$ cat src/rtl/wisc_pkg.sv
// Shared WISC-SP13 definitions: opcode encodings and the default-width scoreboard entry.
package wisc_pkg;

   localparam int OPC_W = 5;
   localparam int REG_W = 3;

   localparam logic [OPC_W-1:0] OP_HALT  = 5'b00000;
   localparam logic [OPC_W-1:0] OP_NOP   = 5'b00001;
   localparam logic [OPC_W-1:0] OP_J     = 5'b00100;
   localparam logic [OPC_W-1:0] OP_JAL   = 5'b00110;
   localparam logic [OPC_W-1:0] OP_ADDI  = 5'b01000;
   localparam logic [OPC_W-1:0] OP_ST    = 5'b10000;
   localparam logic [OPC_W-1:0] OP_LD    = 5'b10001;
   localparam logic [OPC_W-1:0] OP_STU   = 5'b10011;
   localparam logic [OPC_W-1:0] OP_LBI   = 5'b11000;
   localparam logic [OPC_W-1:0] OP_SHIFT = 5'b11010;
   localparam logic [OPC_W-1:0] OP_ALU   = 5'b11011;

   typedef struct packed {
      logic             valid;
      logic [REG_W-1:0] wreg;
      logic             isLoad;
   } sb_entry_t;

endpackage

$ cat src/rtl/hazard_scoreboard_if.sv
// Decode-stage hazard bundle between IF/ID and ID/EX; master = core, slave = scoreboard.
interface hazard_scoreboard_if #(
   parameter int OPC_W = wisc_pkg::OPC_W,
   parameter int REG_W = wisc_pkg::REG_W,
   parameter int CNT_W = 16
);
   logic                  id_valid;
   logic [OPC_W-1:0]      id_opcode;
   logic [REG_W-1:0]      id_rs;
   logic [REG_W-1:0]      id_rt;
   logic                  id_wr_en;
   logic [REG_W-1:0]      id_wr_reg;
   logic                  id_is_load;
   logic                  flush;
   logic                  freeze;
   logic                  stall;
   logic                  use_rs;
   logic                  use_rt;
   logic [2**REG_W-1:0]   pending_mask;
   logic [CNT_W-1:0]      stall_cnt;

   modport master (
      output id_valid, id_opcode, id_rs, id_rt, id_wr_en, id_wr_reg, id_is_load, flush, freeze,
      input  stall, use_rs, use_rt, pending_mask, stall_cnt
   );

   modport slave (
      input  id_valid, id_opcode, id_rs, id_rt, id_wr_en, id_wr_reg, id_is_load, flush, freeze,
      output stall, use_rs, use_rt, pending_mask, stall_cnt
   );
endinterface

$ cat src/rtl/src_use_decode.sv
// Opcode -> source-register usage; one table in place of the old per-opcode match decoders.
module src_use_decode
   import wisc_pkg::*;
(
   input  logic [OPC_W-1:0] opcode,
   output logic             useRs,
   output logic             useRt
);

   always_comb begin
      useRs = 1'b1;
      useRt = 1'b0;
      // Rt is read by R-format ALU/shift (1101x), set/compare ops (111xx) and the stores
      if (opcode[4:1] == OP_SHIFT[4:1] || opcode[4:2] == 3'b111 ||
          opcode == OP_ST || opcode == OP_STU)
         useRt = 1'b1;
      if (opcode <= OP_J || opcode == OP_JAL || opcode == OP_LBI)
         useRs = 1'b0;
   end

endmodule

$ cat src/rtl/hazard_scoreboard.sv
// RAW hazard unit: shift-register scoreboard of pending writes (EX..WB) compared against
// the decode-stage sources, producing the decode stall and a saturating stall counter.
module hazard_scoreboard #(
   parameter int OPC_W       = wisc_pkg::OPC_W,
   parameter int REG_W       = wisc_pkg::REG_W,
   parameter int PIPE_DEPTH  = 3,
   parameter int FLUSH_DEPTH = 1,
   parameter int FWD_MODE    = 0,
   parameter int CNT_W       = 16
) (
   input logic clk,
   input logic rst,
   hazard_scoreboard_if.slave sb
);

   typedef struct packed {
      logic             valid;
      logic [REG_W-1:0] wreg;
      logic             isLoad;
   } entryT;

   entryT               entry [PIPE_DEPTH];
   entryT               pushEntry;
   logic [PIPE_DEPTH-1:0] hit;
   logic                useRs;
   logic                useRt;
   logic                stall;
   logic [2**REG_W-1:0] pendingMask;
   logic [CNT_W-1:0]    stallCnt;

   src_use_decode uDecode (
      .opcode (sb.id_opcode),
      .useRs  (useRs),
      .useRt  (useRt)
   );

   // WB is compared too: the regfile has no write-through
   for (genvar i = 0; i < PIPE_DEPTH; i++) begin : gCompare
      assign hit[i] = entry[i].valid &
                      ((useRs & (entry[i].wreg == sb.id_rs)) |
                       (useRt & (entry[i].wreg == sb.id_rt)));
   end

   if (FWD_MODE == 0) begin : gStallAll
      assign stall = sb.id_valid & (|hit) & ~sb.flush;
   end else begin : gStallLoadUse
      assign stall = sb.id_valid & hit[0] & entry[0].isLoad & ~sb.flush;
   end

   always_comb begin
      pushEntry        = '0;
      pushEntry.valid  = sb.id_valid & sb.id_wr_en & ~stall & ~sb.flush;
      pushEntry.wreg   = sb.id_wr_reg;
      pushEntry.isLoad = sb.id_is_load;
   end

   // Flush is ignored while frozen; the core holds it until freeze drops
   always_ff @(posedge clk) begin
      if (rst) begin
         for (int i = 0; i < PIPE_DEPTH; i++) entry[i] <= '0;
         stallCnt <= '0;
      end else if (!sb.freeze) begin
         entry[0] <= pushEntry;
         for (int i = 1; i < PIPE_DEPTH; i++) begin
            if (sb.flush && i < FLUSH_DEPTH) entry[i] <= '0;
            else                             entry[i] <= entry[i-1];
         end
         if (stall && !(&stallCnt)) stallCnt <= stallCnt + CNT_W'(1);
      end
   end

   always_comb begin
      pendingMask = '0;
      for (int i = 0; i < PIPE_DEPTH; i++)
         if (entry[i].valid) pendingMask[entry[i].wreg] = 1'b1;
   end

   assign sb.stall        = stall;
   assign sb.use_rs       = useRs;
   assign sb.use_rt       = useRt;
   assign sb.pending_mask = pendingMask;
   assign sb.stall_cnt    = stallCnt;

endmodule

$ cat src/flat_wrapper.sv
// flat-port wrapper written by rule: the top's interface ports become plain ports
module hazard_scoreboard_flat 
#(
   parameter int OPC_W       = wisc_pkg::OPC_W,
   parameter int REG_W       = wisc_pkg::REG_W,
   parameter int PIPE_DEPTH  = 3,
   parameter int FLUSH_DEPTH = 1,
   parameter int FWD_MODE    = 0,
   parameter int CNT_W       = 16
)
  (clk, rst, sb_id_valid, sb_id_opcode, sb_id_rs, sb_id_rt, sb_id_wr_en, sb_id_wr_reg, sb_id_is_load, sb_flush, sb_freeze, sb_stall, sb_use_rs, sb_use_rt, sb_pending_mask, sb_stall_cnt);
  hazard_scoreboard_if #(.OPC_W(OPC_W), .REG_W(REG_W), .CNT_W(CNT_W)) sb_i ();
  input logic clk;
  input logic rst;
  input wire logic [$bits(sb_i.id_valid)-1:0] sb_id_valid;
  input wire logic [$bits(sb_i.id_opcode)-1:0] sb_id_opcode;
  input wire logic [$bits(sb_i.id_rs)-1:0] sb_id_rs;
  input wire logic [$bits(sb_i.id_rt)-1:0] sb_id_rt;
  input wire logic [$bits(sb_i.id_wr_en)-1:0] sb_id_wr_en;
  input wire logic [$bits(sb_i.id_wr_reg)-1:0] sb_id_wr_reg;
  input wire logic [$bits(sb_i.id_is_load)-1:0] sb_id_is_load;
  input wire logic [$bits(sb_i.flush)-1:0] sb_flush;
  input wire logic [$bits(sb_i.freeze)-1:0] sb_freeze;
  output wire logic [$bits(sb_i.stall)-1:0] sb_stall;
  output wire logic [$bits(sb_i.use_rs)-1:0] sb_use_rs;
  output wire logic [$bits(sb_i.use_rt)-1:0] sb_use_rt;
  output wire logic [$bits(sb_i.pending_mask)-1:0] sb_pending_mask;
  output wire logic [$bits(sb_i.stall_cnt)-1:0] sb_stall_cnt;
  assign sb_i.id_valid = sb_id_valid;
  assign sb_i.id_opcode = sb_id_opcode;
  assign sb_i.id_rs = sb_id_rs;
  assign sb_i.id_rt = sb_id_rt;
  assign sb_i.id_wr_en = sb_id_wr_en;
  assign sb_i.id_wr_reg = sb_id_wr_reg;
  assign sb_i.id_is_load = sb_id_is_load;
  assign sb_i.flush = sb_flush;
  assign sb_i.freeze = sb_freeze;
  assign sb_stall = sb_i.stall;
  assign sb_use_rs = sb_i.use_rs;
  assign sb_use_rt = sb_i.use_rt;
  assign sb_pending_mask = sb_i.pending_mask;
  assign sb_stall_cnt = sb_i.stall_cnt;
  hazard_scoreboard #(.OPC_W(OPC_W), .REG_W(REG_W), .PIPE_DEPTH(PIPE_DEPTH), .FLUSH_DEPTH(FLUSH_DEPTH), .FWD_MODE(FWD_MODE), .CNT_W(CNT_W)) u_core (.clk(clk), .rst(rst), .sb(sb_i));
endmodule
$ cat config.mk
export PLATFORM = sky130hd
export DESIGN_NAME = hazard_scoreboard_flat
export DESIGN_NICKNAME = d
export VERILOG_FILES = /design/src/rtl/wisc_pkg.sv /design/src/rtl/hazard_scoreboard_if.sv /design/src/rtl/src_use_decode.sv /design/src/rtl/hazard_scoreboard.sv /design/src/flat_wrapper.sv
export SDC_FILE = /design/constraint.sdc
export NUM_CORES = 1
export LEC_CHECK = 0
export ABC_AREA = 1
export BUFFER_PORTS_ARGS = -buffer_cell sky130_fd_sc_hd__buf_4
export CAP_MARGIN = 10
export CORE_MARGIN = 1.5
export CORE_UTILIZATION = 45
export DETAILED_ROUTE_END_ITERATION = 16
export GPL_TIMING_DRIVEN = 0
export PLACE_DENSITY = 0.74
export SYNTH_ARGS = -nofsm -noshare
export SYNTH_HDL_FRONTEND = slang
export SYNTH_HIERARCHICAL = 1
export SYNTH_SLANG_ARGS = --single-unit
$ cat constraint.sdc
create_clock -name clk -period 1.8 [get_ports clk]
set_input_delay 0.09 -clock clk [delete_from_list [all_inputs] [get_ports clk]]
set_output_delay 0.09 -clock clk [all_outputs]
set_load 0.02 [all_outputs]
==> results.md <==
- Clock sink count: 28
- Syn_area_per_cell: 6.129 um^2
- Clock latency on the worst-skew pair: 0.27 ns
- Final Critical Period: approximately 1.8 ns
- P_leak: 1.340 nW
- Synth top area share: 0.1993
- Initial Util: 0.4683
- H-tree levels: 1
- Final Cycle Share: 0.9903
- R2r setup slk: 0.06 ns
- Nets: between 400 and 500
- HPWL after detailed placement: 3.829 mm
- Syn Std Cell Area: about 2000 um^2
- Critical path depth: 12
- Seq. cell area: 685.7 um^2
- Slowest cell on crit path: edfxtp_1
- Detailed Route WL: a little over 5 mm
- Routed Antenna Nets: 0
- Worst path most repeated cell: nand2_1
- Arrival @ worst endpoint: around 1.7 ns
- Final core utilization: 0.6076
- Crit. End Element: output pin
- CTS buffer count: 3
- Max VDD drop: about 300 uV
- Final clock skew: 0.004981 ns
- Synth Flop Type: dfxtp_1
- Number of synthesized flops with an enable pin: 12
- RSZ-0062 raised after global routing: true
- Worst Reg-to-Reg Cells: 11
- Max Fclk: 561.0 MHz
- ANT cells: 0
- Area leader, netlist: nand2_1
- Area contributors post-synth: nand2_1 (20%), edfxtp_1 (18%), dfxtp_1 (16%)
- Final Hold Viols: 0
- Area Growth Syn to Fin: 29.74%
- Most frequent cells after synthesis: nand2_1 (109), nor2_1 (68), inv_1 (54)
- Slew Limit Fails: 0
- Syn Inst Count: approximately 340
- # port buffers: 45
- CORE AREA: between 4000 and 5000 um^2
- Wire per inst: 11.53 um
- Die W: around 70 um
- Buffer and inverter count on the worst path: 4
- Hold Path Cell Cnt: 3
- Most numerous cell in the Yosys netlist: nand2_1
- Worst slew pin tran: 0.4851 ns
- Cell Chain, Critical Path: inv_2, nand2_1, nand2_1, nor2_1, nand2_1, nand2_1, nand2_1, nand3_2, buf_6, nand2_2, inv_2, buf_6
- HP Class: in2reg
- CP max stage delay: ~0.5 ns
- Initial antenna violation count: 0
- Pwr dens: 518.0 nW/um^2
- First-pass iteration count of the detailed router: 4
- Cell family with most CP delay: flip-flops
- Netlist cell types: 21
- Ys Warns: 6
- Startpoint Class: flop
- Ports: 48
- Largest net degree at the start of global routing: 16
- Syn nets: roughly 360
- Via count: 2227
- Multi-input gate area: 1136 um^2
- # fillers: ~420
- Asr flop ratio synth: 0
- Slew HR: 0.6758
- Final Total Pwr: 0.001380 W
- Critical path fanouts, max: 6
- Final setup viols: 0
- CTS tree: built
- Rows: 24
- CTS clk-pin slew, worst paths: about 0.09 ns
- Die height: 70.55 um
- Seq/Total Area, Yosys: 0.3315
- Clk root buf: clkbuf_8
- Vias per inst: 4.960
- Seq cells post-synth: 28
- Setup Crit Path Kind: reg2out
- Initial drt markers: 155
- RD Place Congestion: between 0.8 and 0.9
- Die area: 4977 um^2
- Status: finished clean
- GRT met1 Usage: 0.2829
- Layout cells sized above 1: 0.2267
- Total gr overflow: 0
- CTS Buffer Depth: 2
- Met3 Track Usage GR: 0.01282
- Gr busiest metal: met2
- Met2 usage: 0.3501
- Global-route wire length before repair: ~8.5 mm
- Vias in the first global route: 2000
- WP data required: 1.71 ns
- DRC: 0
- Max_cap viols: 0
- GRT Resource Usage Total: 0.2044
## where the power goes
group / switching (W) / total, W / internal [W]
clock: 0.000187 / 0.000346 / 0.000159
sequential: 0.0000286 / 0.000711 / 0.000683
combinational: 0.000182 / 0.000322 / 0.000140
## sequential cells by signal, indices dropped and copies added, names as in the netlist
signal               flops
u_core/sb.stall_cnt     16
u_core/entry            12
## worst min-delay path: stages
cell and delay [ns]:
buf_4 0.07, inv_1 0.03, nor2_1 0.08
## repair_timing
| item | 4_1_cts | 5_1_grt |
|---|---|---|
| pin swaps | 2 | 12 |
| gates cloned | 0 | 1 |
| gates resized for setup | 6 | 17 |
| setup buffers | 2 | 10 |
| endpoints found under the hold margin | 0 | 0 |
| hold buffers | 0 | 0 |
| setup endpoints to repair | 17 | 17 |
## metal layers
metal,vias up,share of wire
met1,984,0.45
li1,1163,-
met2,72,0.48
met5,-,0
met3,8,0.064
met4,0,0.012
## cells in the final DEF, fill, tap and decap left out, types with 2 or more instances in the layout
cell	instances
a21oi_1	2
buf_4	54
buf_6	7
clkbuf_1	5
clkbuf_8	3
dfxtp_1	14
edfxtp_1	12
inv_1	51
inv_2	8
nand2_1	103
nand2_2	7
nand3_1	10
nand3_2	2
nand4_1	11
nor2_1	66
nor3_1	8
nor4_1	2
o21bai_1	10
o221ai_1	8
xor2_1	4
## cells by family after synthesis
logic type	Yosys count	synth area share
flip-flops	28	0.3315
AO/OA/AOI/OAI	21	0.07800
AND/OR/NAND/NOR	213	0.4284
buffers and inverters	68	0.1389
XOR/XNOR	4	0.01706
adder cells (fa/ha/maj)	1	0.006093
## path summary, 6_finish.rpt
path,start,end
max reg2reg,u_core/sb.stall_cnt[1],u_core/sb.stall_cnt[3]
max,u_core/entry[0][3],sb_stall
min,sb_id_wr_reg[1],u_core/entry[0][2]
min reg2reg,u_core/sb.stall_cnt[1],u_core/sb.stall_cnt[1]
## area by class of cell
cell class | instances | share of cell area
buffer | 8 | 0.02255
clock buffer | 4 | 0.01691
inverter | 60 | 0.08549
multi-input combinational | 239 | 0.4265
sequential | 28 | 0.2574
tap | 52 | 0.02442
timing repair buffer | 58 | 0.1667
## metrics by stage
step / hold WS (ns) / TNS, ns / setup WS [ns] / area [um^2] / instances
global route: 0.1255 / -0.5157 / -0.06806 / 2664 / 449
detailed placement: 0.3977 / -0.3663 / -0.05247 / 2456 / 432
floorplan: 0.2980 / 0 / 0.05508 / 2053 / 335
finish: 0.1141 / 0 / 0.01743 / 2664 / 449
global placement: 0.3907 / -0.1728 / -0.04073 / 2456 / 432
CTS: 0.1115 / 0 / 0.002275 / 2532 / 438
Power figures use the tool's default switching activity.
